File: src/rtl/eth_rx_axis_packer.sv
// eth_rx_axis_packer: packs the MAC's 8-bit RX stream into OUT_BYTES-wide words,
// truncating frames longer than MAX_FRAME_LEN and keeping per-frame status counters.
`default_nettype none

module eth_rx_axis_packer #(
  parameter int OUT_BYTES     = 4,
  parameter int MAX_FRAME_LEN = 1522,
  parameter int COUNT_WIDTH   = 16
) (
  input  logic                   clock125,
  input  logic                   reset,
  input  logic [7:0]             s_axis_tdata,
  input  logic                   s_axis_tkeep,
  input  logic                   s_axis_tvalid,
  output logic                   s_axis_tready,
  input  logic                   s_axis_tlast,
  input  logic                   s_axis_tuser,
  output logic [8*OUT_BYTES-1:0] m_axis_tdata,
  output logic [OUT_BYTES-1:0]   m_axis_tkeep,
  output logic                   m_axis_tvalid,
  input  logic                   m_axis_tready,
  output logic                   m_axis_tlast,
  output logic                   m_axis_tuser,
  output logic [COUNT_WIDTH-1:0] frame_len,
  output logic                   frame_len_valid,
  output logic [31:0]            frame_count,
  output logic [31:0]            bad_count
);

  localparam int LANE_W = $clog2(OUT_BYTES);

  localparam logic [1:0] ST_IDLE   = 2'd0;
  localparam logic [1:0] ST_ACTIVE = 2'd1;
  localparam logic [1:0] ST_TRUNC  = 2'd2;

  localparam logic [COUNT_WIDTH-1:0] CNT_MAX = '1;
  // Length limit clamped to what the counter can represent.
  localparam logic [COUNT_WIDTH-1:0] MAX_LEN =
    (longint'(MAX_FRAME_LEN) > longint'(CNT_MAX)) ? CNT_MAX : COUNT_WIDTH'(MAX_FRAME_LEN);

  logic [1:0]             state_q, state_d;
  logic [LANE_W-1:0]      lane_q, lane_d;
  logic [8*OUT_BYTES-1:0] asm_q, asm_d;
  logic [COUNT_WIDTH-1:0] cnt_q, cnt_d;
  logic                   dropped_q, dropped_d;
  logic [8*OUT_BYTES-1:0] m_data_q, m_data_d;
  logic [OUT_BYTES-1:0]   m_keep_q, m_keep_d;
  logic                   m_valid_q, m_valid_d;
  logic                   m_last_q, m_last_d;
  logic                   m_user_q, m_user_d;
  logic [COUNT_WIDTH-1:0] len_q, len_d;
  logic                   len_valid_q, len_valid_d;
  logic [31:0]            fcnt_q, fcnt_d;
  logic [31:0]            bcnt_q, bcnt_d;

  logic                   w_ready;
  logic                   w_accept;
  logic                   w_store;
  logic                   w_drop;
  logic                   w_full;
  logic                   w_emit;
  logic                   w_bad;
  logic [LANE_W:0]        w_fill;
  logic [COUNT_WIDTH-1:0] w_cnt_next;
  logic [8*OUT_BYTES-1:0] w_word;
  logic [OUT_BYTES-1:0]   w_keep;

  assign w_ready    = !reset && (!m_valid_q || m_axis_tready);
  assign w_accept   = s_axis_tvalid && w_ready;
  assign w_store    = w_accept && s_axis_tkeep && (state_q != ST_TRUNC);
  assign w_drop     = w_accept && s_axis_tkeep && (state_q == ST_TRUNC);
  assign w_fill     = {1'b0, lane_q} + (LANE_W+1)'(w_store);
  assign w_full     = w_store && (lane_q == LANE_W'(OUT_BYTES-1));
  assign w_emit     = w_full || (w_accept && s_axis_tlast);
  assign w_bad      = s_axis_tuser || dropped_q || w_drop;
  assign w_cnt_next = (w_accept && s_axis_tkeep && (cnt_q != CNT_MAX)) ? cnt_q + 1'b1 : cnt_q;

  always_comb begin
    w_word = asm_q;
    w_keep = '0;
    for (int i = 0; i < OUT_BYTES; i++) begin
      if (w_store && (lane_q == LANE_W'(i))) begin
        w_word[8*i +: 8] = s_axis_tdata;
      end
      w_keep[i] = ((LANE_W+1)'(i) < w_fill);
    end
  end

  always_comb begin
    state_d     = state_q;
    lane_d      = w_store ? lane_q + 1'b1 : lane_q;
    asm_d       = w_word;
    cnt_d       = w_cnt_next;
    dropped_d   = dropped_q || w_drop;
    m_data_d    = m_data_q;
    m_keep_d    = m_keep_q;
    m_valid_d   = m_valid_q && !m_axis_tready;
    m_last_d    = m_last_q;
    m_user_d    = m_user_q;
    len_d       = len_q;
    len_valid_d = 1'b0;
    fcnt_d      = fcnt_q;
    bcnt_d      = bcnt_q;

    if (w_accept) begin
      case (state_q)
        ST_IDLE, ST_ACTIVE: state_d = (w_store && (w_cnt_next >= MAX_LEN)) ? ST_TRUNC : ST_ACTIVE;
        ST_TRUNC:           state_d = ST_TRUNC;
        default:            state_d = ST_IDLE;
      endcase
    end

    // Lanes are cleared on every emit so unfilled lanes of the next word read as zero.
    if (w_emit) begin
      m_data_d  = w_word;
      m_keep_d  = w_keep;
      m_last_d  = s_axis_tlast;
      m_user_d  = s_axis_tlast && w_bad;
      m_valid_d = 1'b1;
      asm_d     = '0;
      lane_d    = '0;
    end

    if (w_accept && s_axis_tlast) begin
      state_d     = ST_IDLE;
      cnt_d       = '0;
      dropped_d   = 1'b0;
      len_d       = (w_cnt_next > MAX_LEN) ? MAX_LEN : w_cnt_next;
      len_valid_d = 1'b1;
      fcnt_d      = fcnt_q + 32'd1;
      if (w_bad) begin
        bcnt_d = bcnt_q + 32'd1;
      end
    end
  end

  always_ff @(posedge clock125) begin
    if (reset) begin
      state_q     <= ST_IDLE;
      lane_q      <= '0;
      asm_q       <= '0;
      cnt_q       <= '0;
      dropped_q   <= 1'b0;
      m_data_q    <= '0;
      m_keep_q    <= '0;
      m_valid_q   <= 1'b0;
      m_last_q    <= 1'b0;
      m_user_q    <= 1'b0;
      len_q       <= '0;
      len_valid_q <= 1'b0;
      fcnt_q      <= '0;
      bcnt_q      <= '0;
    end else begin
      state_q     <= state_d;
      lane_q      <= lane_d;
      asm_q       <= asm_d;
      cnt_q       <= cnt_d;
      dropped_q   <= dropped_d;
      m_data_q    <= m_data_d;
      m_keep_q    <= m_keep_d;
      m_valid_q   <= m_valid_d;
      m_last_q    <= m_last_d;
      m_user_q    <= m_user_d;
      len_q       <= len_d;
      len_valid_q <= len_valid_d;
      fcnt_q      <= fcnt_d;
      bcnt_q      <= bcnt_d;
    end
  end

  assign s_axis_tready   = w_ready;
  assign m_axis_tdata    = m_data_q;
  assign m_axis_tkeep    = m_keep_q;
  assign m_axis_tvalid   = m_valid_q;
  assign m_axis_tlast    = m_last_q;
  assign m_axis_tuser    = m_user_q;
  assign frame_len       = len_q;
  assign frame_len_valid = len_valid_q;
  assign frame_count     = fcnt_q;
  assign bad_count       = bcnt_q;

endmodule

`default_nettype wire

File: config.mk
export PLATFORM = sky130hd
export DESIGN_NAME = eth_rx_axis_packer
export DESIGN_NICKNAME = d
export VERILOG_FILES = /design/src/rtl/eth_rx_axis_packer.sv
export SDC_FILE = /design/constraint.sdc
export NUM_CORES = 1
export LEC_CHECK = 0
export BUFFER_PORTS_ARGS = -buffer_cell sky130_fd_sc_hd__buf_2
export CORE_MARGIN = 1.5
export CORE_UTILIZATION = 45
export CTS_CLUSTER_SIZE = 24
export DETAILED_ROUTE_END_ITERATION = 6
export HOLD_SLACK_MARGIN = 0.08
export PLACE_DENSITY = 0.67
export SYNTH_ARGS = -nofsm -noshare
export SYNTH_HDL_FRONTEND = slang
export SYNTH_SLANG_ARGS = --single-unit
File: constraint.sdc
create_clock -name clock125 -period 3.2 [get_ports clock125]
set_clock_uncertainty 0.1 [all_clocks]
set_input_delay 0.32 -clock clock125 [delete_from_list [all_inputs] [get_ports clock125]]
set_output_delay 0.32 -clock clock125 [all_outputs]
set_load 0.02 [all_outputs]
==> impl_results.md <==
- Cts hold-fix bufs: 0
- Fillers: 1406
- Most frequent cells in the layout: 173 x dfxtp_1, 135 x buf_2, 119 x nor2_1
- Reg area: 3460 sq um
- Worst-Skew Late Latency: 0.43 ns
- Status: completed
- Syn_nets: 804
- Gpl congestion: roughly 0.88
- Slew Viols, Final: 0
- CP arrival: 2.94 ns
- Crit-path slowest cell: a21oi_2
- Dpl hpwl: 11000 um
- Die Ht: 128 um
- Setup bufs post-CTS: 0
- Max-Cap Viols: 0
- First-pass GRT wire length: approximately 27000 um
- Synth Warn #: 0
- Max clock buf depth: 2
- Fin util: 55.4%
- Layout cells sized above 1: 20.9%
- Multi-input logic area: ~3300 sq um
- Crit path time final: 2.74 ns
- Power Dens Cells: between 500 and 600 nW/um^2
- Synth async-reset ratio: 0%
- Total GRT Usage: 20.5%
- Final period util: 85.7%
- EDFF count, synth: 0
- Worst slack, placed: slightly below 0.5 ns
- Core ar.: 15200 sq um
- Slowest stage delay, CP: roughly 0.42 ns
- Post-Syn Instances: 779
- Initial antenna violation count: 1
- Setup Crit Path Kind: flop to flop
- Rows: 45
- Crit path max fanout: 11
- Clk sinks: 173
- # setup viols final: 0
- Drt wl/cell: 14.4 um
- Library cells used by synthesis: 56
- Critical path required time: 3.40 ns
- TNS Setup: 0 ns
- Top cells by area, synth: dfxtp_1 50%, nor2_1 6.4%, nand2_1 4.4%
- Largest net degree at the start of global routing: 72
- Hold Violations, Final: 0
- Min-delay worst type: input port to flop
- Via/cell ratio: 5.23
- Drt pass-1 iters: 6
- Post-CTS sizing: 0
- Clock root buffer: clkbuf_16
- Synth-to-Final Area Change: 20.5%
- H-tree depth: 4
- Vias in the first global route: roughly 5300
- Max VDD drop: 0.000387 V
- Nets: about 930
- Synth area leader: dfxtp_1
- Dpl cell area: 7810 sq um
- Final ANT Viol Nets: 0
- CTS clk-pin slew, worst paths: 0.07 ns
- DRC: 0
- Via count: 5798
- Initial Util: 46.0%
- TritonCTS Buffers: 17
- Die X-Extent: 128 um
- Port-buffer cells: 135
- CTS tree: yes
- Leakage power: 0.00363 uW
- Routed Wire Length: ~16000 um
- Worst slew pin tran: ~0.94 ns
- Synth Register Bits: 173
- Post-synthesis sequential area ratio: about 50%
- Final instance area: 8420 sq um
- Main flop type after synthesis: dfxtp_1
- Highest clock rate: 0.365 GHz
- Reg2reg path depth: 8
- RSZ-0062 raised after global routing: false
- Rel. slew slack: a little under two fifths
- Mean Syn Cell Area: 8.97 sq um
- Yosys top cell area share: 49.6%
- CP Cell Sequence: ha_1 -> and4_1 -> nand4_1 -> nand3_1 -> mux2_2 -> a311o_1 -> a21oi_2 -> a31oi_1
- Grt total ovfl: 0
- CP Launch Type: flop
- WHS Path Cells: 3
- Fin worst setup slack: 0.458 ns
- Most common cell after layout, fill and taps aside: dfxtp_1
- Die area: 16300 sq um
- Area of the mapped netlist: 6990 sq um
- Drt initial violations: 312
- Io pins: 136
- Crit. End Element: flop
sequential cells by signal, indices dropped and copies added (netlist names):
name,cells
frame_len_valid,1
cnt_q,16
dropped_q,1
m_axis_tkeep,4
state_q,2
lane_q,2
m_axis_tvalid,1
m_axis_tuser,1
bad_count,32
m_axis_tdata,32
frame_count,32
asm_q,32
m_axis_tlast,1
frame_len,16
through the flow:
stage / total power (uW) / instances / hold WS, ns
final: 4470 / 1108 / 0.117
after detailed placement: 2400 / 1075 / 0.337
after global routing: 4630 / 1108 / 0.103
after CTS: 4510 / 1107 / 0.100
after floorplan: 2330 / 779 / 0.330
after global placement: 2390 / 1075 / 0.332
cells in the mapped netlist, types with 3 or more instances:
master and n:
a21oi_1 30, a22o_1 5, a22oi_1 5, a311oi_1 5
a31oi_1 6, and2_1 12, and3_1 18, and4_1 7
buf_1 3, buf_2 7, clkbuf_1 23, dfxtp_1 173
ha_1 10, inv_1 19, mux2i_1 29, nand2_1 82
nand3_1 26, nand4_1 18, nor2_1 119, nor2b_1 3
nor3_1 8, nor4_1 3, nor4b_1 3, o2111ai_1 3
o21ai_0 47, or3_1 21, xnor2_1 32, xor2_1 28
area by class of cell:
type	count	area share, %
Antenna cell	1	0.0297
Clock buffer	18	5.10
Clock inverter	14	2.12
Inverter	20	0.892
Multi-Input combinational cell	550	39.1
Sequential cell	173	41.1
Tap cell	188	2.79
Timing Repair Buffer	144	8.83
final timing paths:
check,startpoint,to,slack (ns)
worst max-delay path,cnt_q[1],frame_len[7],0.46
worst min-delay path,s_axis_tdata[2],m_axis_tdata[26],0.12
worst max register to register,cnt_q[1],frame_len[7],0.46
worst min register to register,m_axis_tdata[13],m_axis_tdata[13],0.35
critical path: cells and delay by family, from the launching register on:
kind,cells,cell delay (ns)
AO/OA/AOI/OAI,3,0.89
adder cells (fa/ha/maj),1,0.23
flip-flops,1,0.38
multiplexers,1,0.36
AND/OR/NAND/NOR,3,0.64
where the power goes:
| part | leakage [uW] | switching, uW | internal, uW |
|---|---|---|---|
| combinational | 0.00194 | 116 | 46.0 |
| sequential | 0.00140 | 11.2 | 2170 |
| clock | 0.000295 | 936 | 1190 |
logic make-up (layout without fill, tap and decap cells):
group | count (synthesis) | in the layout | share of synthesized area (%)
AND/OR/NAND/NOR | 334 | 334 | 23.2
XOR/XNOR | 60 | 60 | 7.52
buffers and inverters | 56 | 196 | 3.40
other | 0 | 1 | 0
AO/OA/AOI/OAI | 115 | 115 | 9.99
adder cells (fa/ha/maj) | 10 | 10 | 1.79
flip-flops | 173 | 173 | 49.6
multiplexers | 31 | 31 | 4.48
metal layers:
metal / share of wire [%] / track usage, % / up-vias
met3: 5.1 / 4.98 / 17
met2: 44 / 30.6 / 139
met5: 0 / 0 / -
met1: 49 / 28.8 / 2717
met4: 1.7 / 7.93 / 0
li1: - / - / 2925
Note: power is estimated with default switching activity, not from simulation.
